## config.mk

```make
export PLATFORM = sky130hd
export DESIGN_NAME = multdiv_sequencer_flat
export DESIGN_NICKNAME = d
export VERILOG_FILES = /design/src/rtl/multdiv_sequencer_pkg.sv /design/src/rtl/multdiv_sequencer_if.sv /design/src/rtl/multdiv_sequencer.sv /design/src/flat_wrapper.sv
export SDC_FILE = /design/constraint.sdc
export NUM_CORES = 1
export LEC_CHECK = 0
export ABC_AREA = 1
export BUFFER_PORTS_ARGS = -buffer_cell sky130_fd_sc_hd__buf_2
export CORE_MARGIN = 5
export CORE_UTILIZATION = 48
export CTS_CLUSTER_SIZE = 20
export DETAILED_ROUTE_END_ITERATION = 10
export GPL_ROUTABILITY_DRIVEN = 1
export PLACE_DENSITY = 0.81
export SLEW_MARGIN = 15
export SYNTH_ARGS = -nofsm -noshare
export SYNTH_HDL_FRONTEND = slang
export SYNTH_SLANG_ARGS = --single-unit
```

## constraint.sdc

```tcl
create_clock -name clock -period 1.9 [get_ports clock]
set_input_delay 0.19 -clock clock [delete_from_list [all_inputs] [get_ports clock]]
set_output_delay 0.19 -clock clock [all_outputs]
set_load 0.02 [all_outputs]
```

## src/rtl/multdiv_sequencer_pkg.sv

```systemverilog
// Shared definitions for the multiply/divide sequencer: FSM states, status codes,
// and the size and limit of the watchdog counter that guards against a stuck core.
package multdiv_sequencer_pkg;

    localparam int DATA_W = 32;
    localparam int REG_W  = 5;
    localparam int CNT_W  = 6;

    localparam logic [CNT_W-1:0]  TIMEOUT_LIMIT   = 6'd63;
    localparam logic [DATA_W-1:0] STATUS_MULT_EXC = 32'd4;
    localparam logic [DATA_W-1:0] STATUS_DIV_EXC  = 32'd5;

    typedef enum logic [2:0] {
        IDLE,
        ISSUE,
        WAIT,
        DONE,
        DRAIN
    } seqState_t;

    function automatic logic [DATA_W-1:0] excStatus(input logic isDivOp);
        return isDivOp ? STATUS_DIV_EXC : STATUS_MULT_EXC;
    endfunction

endpackage

```

## src/rtl/multdiv_sequencer_if.sv

```systemverilog
// Pipeline- and core-facing signals of the multdiv sequencer. The sequencer uses
// the slave view; the surrounding pipeline/core (or a bench) uses the master view.
interface multdiv_sequencer_if;
    import multdiv_sequencer_pkg::*;

    logic              is_mult;
    logic              is_div;
    logic [DATA_W-1:0] operand_a;
    logic [DATA_W-1:0] operand_b;
    logic [REG_W-1:0]  dest_reg;
    logic              flush;

    logic              core_ready;
    logic [DATA_W-1:0] core_result;
    logic              core_exception;

    logic              ctrl_mult;
    logic              ctrl_div;
    logic [DATA_W-1:0] core_a;
    logic [DATA_W-1:0] core_b;

    logic              multdiv_ready;
    logic [DATA_W-1:0] result;
    logic [REG_W-1:0]  wb_reg;
    logic              wb_valid;
    logic              status_we;
    logic [DATA_W-1:0] status_value;

    modport slave (
        input  is_mult, is_div, operand_a, operand_b, dest_reg, flush,
        input  core_ready, core_result, core_exception,
        output ctrl_mult, ctrl_div, core_a, core_b,
        output multdiv_ready, result, wb_reg, wb_valid, status_we, status_value
    );

    modport master (
        output is_mult, is_div, operand_a, operand_b, dest_reg, flush,
        output core_ready, core_result, core_exception,
        input  ctrl_mult, ctrl_div, core_a, core_b,
        input  multdiv_ready, result, wb_reg, wb_valid, status_we, status_value
    );

endinterface

```

## src/rtl/multdiv_sequencer.sv

```systemverilog
// Sequences one multiply/divide from the D/X latch through an external multdiv core
// and presents a single-cycle writeback/stall-release pulse, with squash and watchdog.
module multdiv_sequencer
    import multdiv_sequencer_pkg::*;
(
    input  logic                clock,
    input  logic                reset_n,
    multdiv_sequencer_if.slave  bus
);

    seqState_t         state;
    logic [DATA_W-1:0] latA;
    logic [DATA_W-1:0] latB;
    logic [REG_W-1:0]  latDest;
    logic              latIsDiv;
    logic [CNT_W-1:0]  waitCnt;
    logic              timeoutHit;
    logic              finishOp;
    logic              finishExc;

    // Saturating compare so a drain that inherits a nearly expired count still exits.
    assign timeoutHit = waitCnt >= (TIMEOUT_LIMIT - CNT_W'(1));

    assign bus.core_a = latA;
    assign bus.core_b = latB;
    assign bus.wb_reg = latDest;

    always_comb begin
        finishOp  = 1'b0;
        finishExc = 1'b0;
        case (state)
            ISSUE: begin
                if (!bus.flush && latIsDiv && (latB == '0)) begin
                    finishOp  = 1'b1;
                    finishExc = 1'b1;
                end
            end
            WAIT: begin
                if (!bus.flush) begin
                    if (bus.core_ready) begin
                        finishOp  = 1'b1;
                        finishExc = bus.core_exception;
                    end else if (timeoutHit) begin
                        finishOp  = 1'b1;
                        finishExc = 1'b1;
                    end
                end
            end
            default: ;
        endcase
    end

    always_ff @(posedge clock or negedge reset_n) begin
        if (!reset_n) begin
            state             <= IDLE;
            latA              <= '0;
            latB              <= '0;
            latDest           <= '0;
            latIsDiv          <= 1'b0;
            waitCnt           <= '0;
            bus.ctrl_mult     <= 1'b0;
            bus.ctrl_div      <= 1'b0;
            bus.multdiv_ready <= 1'b0;
            bus.wb_valid      <= 1'b0;
            bus.result        <= '0;
            bus.status_we     <= 1'b0;
            bus.status_value  <= '0;
        end else begin
            bus.ctrl_mult     <= 1'b0;
            bus.ctrl_div      <= 1'b0;
            bus.multdiv_ready <= 1'b0;
            bus.wb_valid      <= 1'b0;
            bus.status_we     <= 1'b0;
            bus.status_value  <= '0;

            if (finishOp) begin
                state             <= DONE;
                bus.multdiv_ready <= 1'b1;
                bus.wb_valid      <= 1'b1;
                bus.result        <= finishExc ? '0 : bus.core_result;
                bus.status_we     <= finishExc;
                bus.status_value  <= finishExc ? excStatus(latIsDiv) : '0;
            end else begin
                case (state)
                    IDLE: begin
                        if ((bus.is_mult || bus.is_div) && !bus.flush) begin
                            latA          <= bus.operand_a;
                            latB          <= bus.operand_b;
                            latDest       <= bus.dest_reg;
                            latIsDiv      <= !bus.is_mult;
                            bus.ctrl_mult <= bus.is_mult;
                            bus.ctrl_div  <= !bus.is_mult && (bus.operand_b != '0);
                            state         <= ISSUE;
                        end
                    end
                    ISSUE: begin
                        waitCnt <= '0;
                        // A squashed divide-by-zero never reached the core, so nothing to drain.
                        if (bus.flush) begin
                            state <= (latIsDiv && (latB == '0)) ? IDLE : DRAIN;
                        end else begin
                            state <= WAIT;
                        end
                    end
                    WAIT: begin
                        waitCnt <= waitCnt + CNT_W'(1);
                        if (bus.flush) begin
                            state <= bus.core_ready ? IDLE : DRAIN;
                        end
                    end
                    DONE: begin
                        state <= IDLE;
                    end
                    DRAIN: begin
                        waitCnt <= waitCnt + CNT_W'(1);
                        if (bus.core_ready || timeoutHit) begin
                            state <= IDLE;
                        end
                    end
                    default: begin
                        state <= IDLE;
                    end
                endcase
            end
        end
    end

endmodule
```

## src/flat_wrapper.sv

```systemverilog
// flat-port wrapper written by rule: the top's interface ports become plain ports
module multdiv_sequencer_flat import multdiv_sequencer_pkg::*;
  (clock, reset_n, bus_is_mult, bus_is_div, bus_operand_a, bus_operand_b, bus_dest_reg, bus_flush, bus_core_ready, bus_core_result, bus_core_exception, bus_ctrl_mult, bus_ctrl_div, bus_core_a, bus_core_b, bus_multdiv_ready, bus_result, bus_wb_reg, bus_wb_valid, bus_status_we, bus_status_value);
  multdiv_sequencer_if bus_i ();
  input  logic clock;
  input  logic reset_n;
  input wire logic [$bits(bus_i.is_mult)-1:0] bus_is_mult;
  input wire logic [$bits(bus_i.is_div)-1:0] bus_is_div;
  input wire logic [$bits(bus_i.operand_a)-1:0] bus_operand_a;
  input wire logic [$bits(bus_i.operand_b)-1:0] bus_operand_b;
  input wire logic [$bits(bus_i.dest_reg)-1:0] bus_dest_reg;
  input wire logic [$bits(bus_i.flush)-1:0] bus_flush;
  input wire logic [$bits(bus_i.core_ready)-1:0] bus_core_ready;
  input wire logic [$bits(bus_i.core_result)-1:0] bus_core_result;
  input wire logic [$bits(bus_i.core_exception)-1:0] bus_core_exception;
  output wire logic [$bits(bus_i.ctrl_mult)-1:0] bus_ctrl_mult;
  output wire logic [$bits(bus_i.ctrl_div)-1:0] bus_ctrl_div;
  output wire logic [$bits(bus_i.core_a)-1:0] bus_core_a;
  output wire logic [$bits(bus_i.core_b)-1:0] bus_core_b;
  output wire logic [$bits(bus_i.multdiv_ready)-1:0] bus_multdiv_ready;
  output wire logic [$bits(bus_i.result)-1:0] bus_result;
  output wire logic [$bits(bus_i.wb_reg)-1:0] bus_wb_reg;
  output wire logic [$bits(bus_i.wb_valid)-1:0] bus_wb_valid;
  output wire logic [$bits(bus_i.status_we)-1:0] bus_status_we;
  output wire logic [$bits(bus_i.status_value)-1:0] bus_status_value;
  assign bus_i.is_mult = bus_is_mult;
  assign bus_i.is_div = bus_is_div;
  assign bus_i.operand_a = bus_operand_a;
  assign bus_i.operand_b = bus_operand_b;
  assign bus_i.dest_reg = bus_dest_reg;
  assign bus_i.flush = bus_flush;
  assign bus_i.core_ready = bus_core_ready;
  assign bus_i.core_result = bus_core_result;
  assign bus_i.core_exception = bus_core_exception;
  assign bus_ctrl_mult = bus_i.ctrl_mult;
  assign bus_ctrl_div = bus_i.ctrl_div;
  assign bus_core_a = bus_i.core_a;
  assign bus_core_b = bus_i.core_b;
  assign bus_multdiv_ready = bus_i.multdiv_ready;
  assign bus_result = bus_i.result;
  assign bus_wb_reg = bus_i.wb_reg;
  assign bus_wb_valid = bus_i.wb_valid;
  assign bus_status_we = bus_i.status_we;
  assign bus_status_value = bus_i.status_value;
  multdiv_sequencer u_core (.clock(clock), .reset_n(reset_n), .bus(bus_i));
endmodule
```

==> flow_summary.ini, run 1 <==
[run_status]
status = finished, final reports clean

[clock_network]
clock_tree.buffer_depth = 2
htree_levels = 4
worst_skew_late_latency_ps = 410
clock_root_cell = clkbuf_16
num_cts_buffers = 17
clkSlewWorstSetupHoldPaths_ps = 60
clock_tree_from_tritoncts = built
cts_num_sinks = 116

[synthesis]
synth_seq_area_share = 0.527
avgSynthCellArea_sq_um = 8.49
postSynth.topFlopCell = dfrtp_1
synth_cell_types = 34
mappedNetlistArea_sq_um = 5510
yosysWarnings = 0
syn-instance-count = 649
synth.ff_latch_count = 116
edff_count_synth = 0
asyncSetResetFlopFracSynth = 1.00

[sta]
final.setup.tns_ps = 0
achievable-frequency_mhz = 581
fin_crit_ps = 1720
grt_setup_unrepaired = false
finalCritPeriodShare = 0.905
timing.final.hold_violations = 0
finClkSkew_ps = 10.4
setup_violations_final = 0
hold-worst-slack_ps = 11.3
number_of_slew_limit_violations_in_the_final_report = 0

[cells_and_area]
fraction_of_final_layout_cells_sized_beyond_drive_strength_1 = 0.298
area_delta_synth_final_pct = 37.2
finalCoreUtilization = 0.668
fin_nets = 1017
layout.filler_cells = 886

[placement]
port-buffer-count = 215
gp_congestion = 0.825
detailed_place_hpwl_microns = 10500

[critical_path]
timing.critical_path.slowest_cell_delay_ps = 390
critical_path.max_fanout = 21
startpoint_types = flop
crit_slowest_cell = dfrtp_1
crit_required_ps = 2240
crit_top_cell = nand2_1
worstSetupPathType = flop to flop
worst_ep_arrival_time_ps = 2060
crit_path_cell_trace = inv_1 > ha_1 > or2_0 > nand2_1 > nand2_2 > inv_4 > nor2_8 > inv_6 > buf_12 > nand4_1 > nand2_1
crit_end_category = flop

[route]
routed-via-count = 5273
drt-total-wl_microns = 15900
wl_per_cell_microns = 14.9
vias_per_cell = 4.96
post-route-drc-count = 0
first_pass_iteration_count_of_the_detailed_router = 5
drt.antenna.violating_nets = 0
drt-initial-drc-count = 383

[grt]
vias_in_the_first_global_route = 5098
maximum_number_of_pins_on_one_net_before_global_route_repair = 73
antenna_found_initial = 1
first_pass_grt_wire_length_microns = 24500
groute.usage.overall = 0.232
gr-usage-met1 = 0.278
grtUsageMet2 = 0.373
overflow = 0
top_usage_layer = met2
groute.layer.met3.usage = 0.0607

[power]
cellPowerDensity_nw_per_um2 = 1590
p_total_mw = 12.0
ir_worst_vdd_uv = 1010
power.static_leakage_nw = 4.29

[flow_run]
drv.max_cap_violation_count = 0

[floorplan]
io_pins = 246
die_width_microns = 117
std_cell_rows = 39
die_area_sq_um = 13700
initial_utilization = 0.487
placeableCoreArea_sq_um = 11300
die_y_microns = 117

[worst_hold_path]
min_path_type = primary input to flop
==> layout by cell type, fill, tap and decap left out, drive strengths merged, types with 3 or more instances in the layout <==
cell	count
clkbuf	28
conb	30
o21ai	26
nand4	42
inv	42
nor2	51
nor3	5
nand2	245
dfrtp	116
nand3	45
clkinv	3
dlygate4sd3	47
buf	226
==> cells by family (layout without fill, tap and decap cells) <==
logic type	count (synthesis)	count (layout)	share of synthesized area
buf+inv	106	347	0.121
simple gates	394	395	0.317
fa+ha+maj	2	2	0.00454
flops	116	116	0.527
other cells	1	31	0.000680
xor+xnor	2	2	0.00318
compound gates	28	28	0.0263
==> worst max-delay path: cells and delay by family, from the launching register on <==
kind / cells / cell delay (ps)
simple gates: 6 / 590
buf+inv: 4 / 470
flops: 1 / 390
fa+ha+maj: 1 / 180
==> synth_stat cells (5+ instances only) <==
master / instances / share of area
nor2_1: 45 / 0.031
buf_4: 38 / 0.052
nand2_1: 244 / 0.17
buf_6: 15 / 0.031
inv_1: 37 / 0.025
nand3_2: 6 / 0.011
o21ai_0: 25 / 0.023
clkbuf_1: 5 / 0.0034
buf_2: 5 / 0.0045
nand3_1: 38 / 0.035
dfrtp_1: 116 / 0.53
nand4_1: 42 / 0.048
==> repair_timing <==
item / CTS / global route
pin swaps: 1 / 1
setup endpoints to repair: 5 / 31
endpoints found under the hold margin: 161 / 1
buffers inserted: 0 / 1
resized for setup: 0 / 1
gates cloned: 1 / 0
hold buffers: 46 / 1
==> area by class of cell <==
cell class | count | area [sq um] | share of cell area
flip-flops and latches | 116 | 2900 | 0.384
multi-input cells | 457 | 2070 | 0.273
repair buffers | 273 | 1690 | 0.224
clock buffers | 28 | 507 | 0.0670
well taps | 143 | 179 | 0.0237
inverters | 42 | 165 | 0.0218
clock inverters | 4 | 45.0 | 0.00596
diodes | 1 | 2.50 | 0.000331
==> worst paths after layout <==
kind                            depth (start not counted)  slack [ps]               endpoint             startpoint
worst max-delay path                                   11         180      u_core.waitCnt[5]      u_core.waitCnt[0]
worst min-delay path                                    3          10  u_core.bus.core_a[20]      bus_operand_a[20]
worst max register to register                         11         180      u_core.waitCnt[5]      u_core.waitCnt[0]
worst min register to register                          2         470  u_core.bus.core_a[24]  u_core.bus.core_a[24]
max in group asynchronous                               3        1060  u_core.bus.core_a[11]                reset_n
min in group asynchronous                               2         140  u_core.bus.core_a[31]                reset_n
==> power by group <==
group / leakage, nW / internal, mW / switching, mW / total [mW]
Combinational: 2.53 / 1.58 / 3.22 / 4.80
Sequential: 1.49 / 3.54 / 0.689 / 4.22
Clock: 0.272 / 1.93 / 1.05 / 2.98
Total: 4.29 / 7.05 / 4.96 / 12.0
==> per-layer routing <==
layer	vias up	wire length, microns
met5	-	0
met4	0	678
met3	55	1000
met2	224	8080
met1	2465	6110
li1	2529	-
==> per-stage QoR <==
step / setup WS, ps / instances / instance area, sq um
2_1_floorplan: 421 / 678 / 5620
3_3_place_gp: 51.7 / 982 / 6520
3_5_place_dp: 14.9 / 982 / 6520
4_1_cts: 66.3 / 1061 / 7540
5_1_grt: 3.15 / 1064 / 7560
6_report: 180 / 1064 / 7560
(Power assumes the default switching activity.)
==> inputs of run 2 (changes only) <==
--- a/config.mk
+++ b/config.mk
@@ -15,2 +15,3 @@
 export PLACE_DENSITY = 0.81
+export SKIP_CTS_REPAIR_TIMING = 1
 export SLEW_MARGIN = 15
==> constraint.sdc (replaced) <==
create_clock -name clock -period 1.9 [get_ports clock]
set_input_delay 0.285 -clock clock [delete_from_list [all_inputs] [get_ports clock]]
set_output_delay 0.285 -clock clock [all_outputs]
set_load 0.02 [all_outputs]
==> flow_summary.ini, run 2 (synthesis gave the netlist of run 1 again) <==
[route]
post-route-drc-count = 0
drt.antenna.violating_nets = 0
first_pass_iteration_count_of_the_detailed_router = 5
vias_per_cell = 4.88
wl_per_cell_microns = 14.5
drt-total-wl_microns = 14800
drt-initial-drc-count = 415
routed-via-count = 4983

[critical_path]
worst_ep_arrival_time_ps = 2090
startpoint_types = flop
crit_end_category = flop
crit_required_ps = 2240
critical_path.max_fanout = 26
worstSetupPathType = flop to flop

[sta]
fin_crit_ps = 1750
timing.final.hold_violations = 0
final_critical_path_setup_slack_ps = 145
hold-worst-slack_ps = 76.1
final.setup.tns_ps = 0
achievable-frequency_mhz = 570
finalCritPeriodShare = 0.923
slew_headroom = 0.622
finClkSkew_ps = 5.51
setup_violations_final = 0
worstMarginPinSlew_ps = 567
number_of_slew_limit_violations_in_the_final_report = 0

[run_status]
status = finished, final reports clean

[grt]
groute.usage.overall = 0.211
first_pass_grt_wire_length_microns = 22400
maximum_number_of_pins_on_one_net_before_global_route_repair = 73
vias_in_the_first_global_route = 4549
antenna_found_initial = 0
overflow = 0

[placement]
pre_cts_ws_ps = 92.4
placedInstanceArea_sq_um = 6530
detailed_place_hpwl_microns = 10600
port-buffer-count = 215
gp_congestion = 0.814

[cells_and_area]
sequential_cell_area_sq_um = 2900
area_delta_synth_final_pct = 31.1
fraction_of_final_layout_cells_sized_beyond_drive_strength_1 = 0.322
layout.filler_cells = 975
final_common_cell = nand2_1
fin_nets = 976
area_of_the_multi_input_gates_sq_um = 2070
finish.instance_area_sq_um = 7220
layout_common_cells = nand2_1 (244), buf_2 (214), dfrtp_1 (116)
diode_insertion_count_for_antenna_repair = 0

[clock_network]
cts_num_sinks = 116
htree_levels = 4
worst_skew_late_latency_ps = 410
clock_tree_from_tritoncts = built
clock_root_cell = clkbuf_16
clock_tree.buffer_depth = 2
num_cts_buffers = 17
clkSlewWorstSetupHoldPaths_ps = 50

[power]
power_frac_seq = 0.343
power.net_switching_mw = 4.95
p_sw_frac = 0.402
p_total_mw = 12.3
p_clk_frac = 0.275
power_report.internal_total_mw = 7.37
ir_worst_vdd_uv = 814
power.static_leakage_nw = 4.17
power.combinational.fraction = 0.382
cellPowerDensity_nw_per_um2 = 1700

[floorplan]
die_area_sq_um = 13700
placeableCoreArea_sq_um = 11300
die_y_microns = 117
std_cell_rows = 39
die_width_microns = 117
initial_utilization = 0.487
io_pins = 246

[flow_run]
drv.max_cap_violation_count = 0

[worst_hold_path]
min_path_type = primary input to flop
-- run 2: changes by cell type in the layout (fill, tap and decap cells not counted), moves of 2 or more --
cell and delta:
buf_4 +4, bufinv_16 +3, clkbuf_1 -4, clkinvlp_4 +2, dlygate4sd3_1 -46
-- run 2: final timing paths --
kind | from | to | slack, ps | cells past startpoint
max in group asynchronous | reset_n | u_core.bus.core_a[11] | 800 | 3
max | u_core.waitCnt[0] | u_core.bus.result[7] | 150 | 11
min reg2reg | u_core.bus.core_a[10] | u_core.bus.core_a[10] | 460 | 2
min in group asynchronous | reset_n | u_core.bus.core_a[30] | 280 | 2
min | bus_operand_a[25] | u_core.bus.core_a[25] | 80 | 3
max reg2reg | u_core.waitCnt[0] | u_core.bus.result[7] | 150 | 11
-- run 2: layer usage --
layer | up-vias | part of all wire | global-route usage
li1 | 2451 | - | -
met1 | 2310 | 0.40 | 0.267
met2 | 192 | 0.51 | 0.347
met3 | 30 | 0.065 | 0.0447
met4 | 0 | 0.027 | 0.0948
met5 | - | 0 | 0
-- run 2: stage by stage --
step                cells  utilization
floorplan             678            -
global placement      982        0.577
detailed placement    982        0.577
CTS                  1014        0.632
global route         1022        0.638
finish               1022        0.638
-- run 2: cell type report --
cell class | count | share of cell area
flip-flops and latches | 116 | 0.402
multi-input cells | 457 | 0.286
repair buffers | 232 | 0.178
clock buffers | 23 | 0.0662
well taps | 143 | 0.0248
inverters | 42 | 0.0225
clock inverters | 9 | 0.0208
-- run 2: worst max-delay path: stages (launching register included) --
cell,delay [ps]
dfrtp_1,390
inv_1,80
ha_1,190
or2_0,190
nand2_1,80
nand2_2,50
inv_2,140
nor2_8,100
inv_6,90
buf_12,160
nand3_1,120
nand2_1,110
-- run 2: power groups by stage --
stage               clock (mW)  sequential [mW]  combinational (mW)
floorplan                    0             5.44                1.79
global placement             0             4.21                4.60
detailed placement           0             4.23                4.72
CTS                       3.43             4.22                4.73
global route              3.54             4.36                5.15
finish                    3.39             4.23                4.70
==> inputs of run 3 (changes only) <==
--- a/config.mk
+++ b/config.mk
@@ -9,4 +9,7 @@
 export BUFFER_PORTS_ARGS = -buffer_cell sky130_fd_sc_hd__buf_2
+export CELL_PAD_IN_SITES_DETAIL_PLACEMENT = 0
+export CELL_PAD_IN_SITES_GLOBAL_PLACEMENT = 2
+export CORE_ASPECT_RATIO = 0.7
 export CORE_MARGIN = 5
-export CORE_UTILIZATION = 48
+export CORE_UTILIZATION = 26
 export CTS_CLUSTER_SIZE = 20
@@ -14,3 +17,3 @@
 export GPL_ROUTABILITY_DRIVEN = 1
-export PLACE_DENSITY = 0.81
+export PLACE_DENSITY_LB_ADDON = 0.1
 export SKIP_CTS_REPAIR_TIMING = 1
==> constraint.sdc (replaced) <==
create_clock -name clock -period 1.9 [get_ports clock]
set_input_delay 0.19 -clock clock [delete_from_list [all_inputs] [get_ports clock]]
set_output_delay 0.19 -clock clock [all_outputs]
set_load 0.02 [all_outputs]
==> flow_summary.ini, run 3 (synthesis gave the netlist of run 1 again) <==
[run_status]
status = finished, violations left
violations = hold timing

[route]
post-route-drc-count = 0
routed-via-count = 5064
drt.antenna.violating_nets = 0
drt-initial-drc-count = 235
first_pass_iteration_count_of_the_detailed_router = 5
vias_per_cell = 4.28
wl_per_cell_microns = 15.1
drt-total-wl_microns = 17900

[grt]
groute.usage.overall = 0.145
first_pass_grt_wire_length_microns = 28100
maximum_number_of_pins_on_one_net_before_global_route_repair = 75
antenna_found_initial = 3
vias_in_the_first_global_route = 5120
overflow = 0

[sta]
hold-worst-slack_ps = -8.94
slew_headroom = 0.652
fin_crit_ps = 1720
final.setup.tns_ps = 0
achievable-frequency_mhz = 581
finalCritPeriodShare = 0.906
grt_setup_unrepaired = false
finClkSkew_ps = 9.60
final_critical_path_setup_slack_ps = 179
number_of_slew_limit_violations_in_the_final_report = 0
setup_violations_final = 0
timing.final.hold_violations = 4
worstMarginPinSlew_ps = 517

[power]
power.static_leakage_nw = 4.28
ir_worst_vdd_uv = 671
p_total_mw = 12.5
cellPowerDensity_nw_per_um2 = 1630

[critical_path]
crit_slowest_cell = dfrtp_1
worst_ep_arrival_time_ps = 2060
worstSetupPathType = flop to flop
worst_r2r_path_depth = 11
reg2reg_from = u_core.waitCnt[0]
crit_top_cell = nand2_1
critical_path.max_fanout = 28
crit_end_category = flop
startpoint_types = flop
rrSetupSlack_ps = 180
crit_required_ps = 2240
crit_path_cell_trace = inv_1 > ha_1 > or2_0 > nand2_1 > nand2_2 > inv_2 > nor2_8 > inv_6 > buf_12 > nand3_1 > nand2_1
timing.critical_path.slowest_cell_delay_ps = 390
crit-reg2reg-capture = u_core.bus.result[15]

[clock_network]
htree_levels = 4
clkSlewWorstSetupHoldPaths_ps = 60
clock_tree.buffer_depth = 2
worst_skew_late_latency_ps = 410
clock_root_cell = clkbuf_16
cts_num_sinks = 116
clock_tree_from_tritoncts = built
num_cts_buffers = 17

[cells_and_area]
fin_nets = 1003
area_delta_synth_final_pct = 39.5
layout_common_cells = nand2_1 (244), buf_2 (214), dfrtp_1 (116)
finalCoreUtilization = 0.369
layout.cells.non_filler = 1183
final_common_cell = nand2_1
fraction_of_final_layout_cells_sized_beyond_drive_strength_1 = 0.305
finish.instance_area_sq_um = 7690

[worst_hold_path]
hp-start = bus_operand_a[10]
hold_depth = 3
min_path_type = primary input to flop
timing.hold.worst_endpoint = u_core.bus.core_a[10]

[floorplan]
std_cell_rows = 44
die_area_sq_um = 24300
die_y_microns = 132
die_width_microns = 184
io_pins = 246
initial_utilization = 0.265
placeableCoreArea_sq_um = 20800

[placement]
pre_cts_ws_ps = 162
port-buffer-count = 215
placedInstanceArea_sq_um = 6690
detailed_place_hpwl_microns = 13200
gp_congestion = 0.746
numPlacedInstances = 1114

[flow_run]
drv.max_cap_violation_count = 0
-- run 3: worst max-delay path, delay by kind of cell, from the launching register on --
family | cells | cell delay [ps]
adders and majority gates | 1 | 190
DFF | 1 | 390
and+or+nand+nor | 6 | 570
buffers and inverters | 4 | 490
-- run 3: worst max path at each step --
stage / slack (ps) / endpoint / depth (start not counted) / from
finish: 180 / u_core.bus.result[15] / 11 / u_core.waitCnt[0]
global route: 30 / u_core.bus.result[8] / 10 / u_core.waitCnt[0]
CTS: 150 / u_core.bus.ctrl_div / 6 / u_core.state[0]
detailed placement: 160 / u_core.bus.ctrl_div / 6 / u_core.state[0]
global placement: 190 / u_core.bus.ctrl_div / 6 / u_core.state[0]
floorplan: 420 / u_core.bus.result[0] / 9 / u_core.bus.core_b[27]
-- run 3: metal layers --
metal | part of all wire | wire length [microns] | up-vias | GRT usage
met5 | 0.0012 | 21 | - | 0
met4 | 0.016 | 279 | 4 | 0.0419
met3 | 0.079 | 1410 | 22 | 0.0593
met2 | 0.44 | 7850 | 147 | 0.222
met1 | 0.47 | 8340 | 2394 | 0.190
li1 | - | - | 2497 | -
-- run 3: area by class of cell --
| cell class | count | area [sq um] |
|---|---|---|
| multi-input combinational | 456 | 2060 |
| clock inverter | 9 | 149 |
| tap | 276 | 345 |
| clock buffer | 23 | 488 |
| timing repair buffer | 260 | 1580 |
| fill | 2197 | 13100 |
| antenna | 1 | 2.50 |
| sequential | 116 | 2900 |
| inverter | 42 | 163 |
-- run 3: report_power, final --
part	internal, mW	total (mW)	switching, mW
Sequential	3.53	4.26	0.726
Combinational	1.57	4.77	3.21
Clock	2.33	3.46	1.13
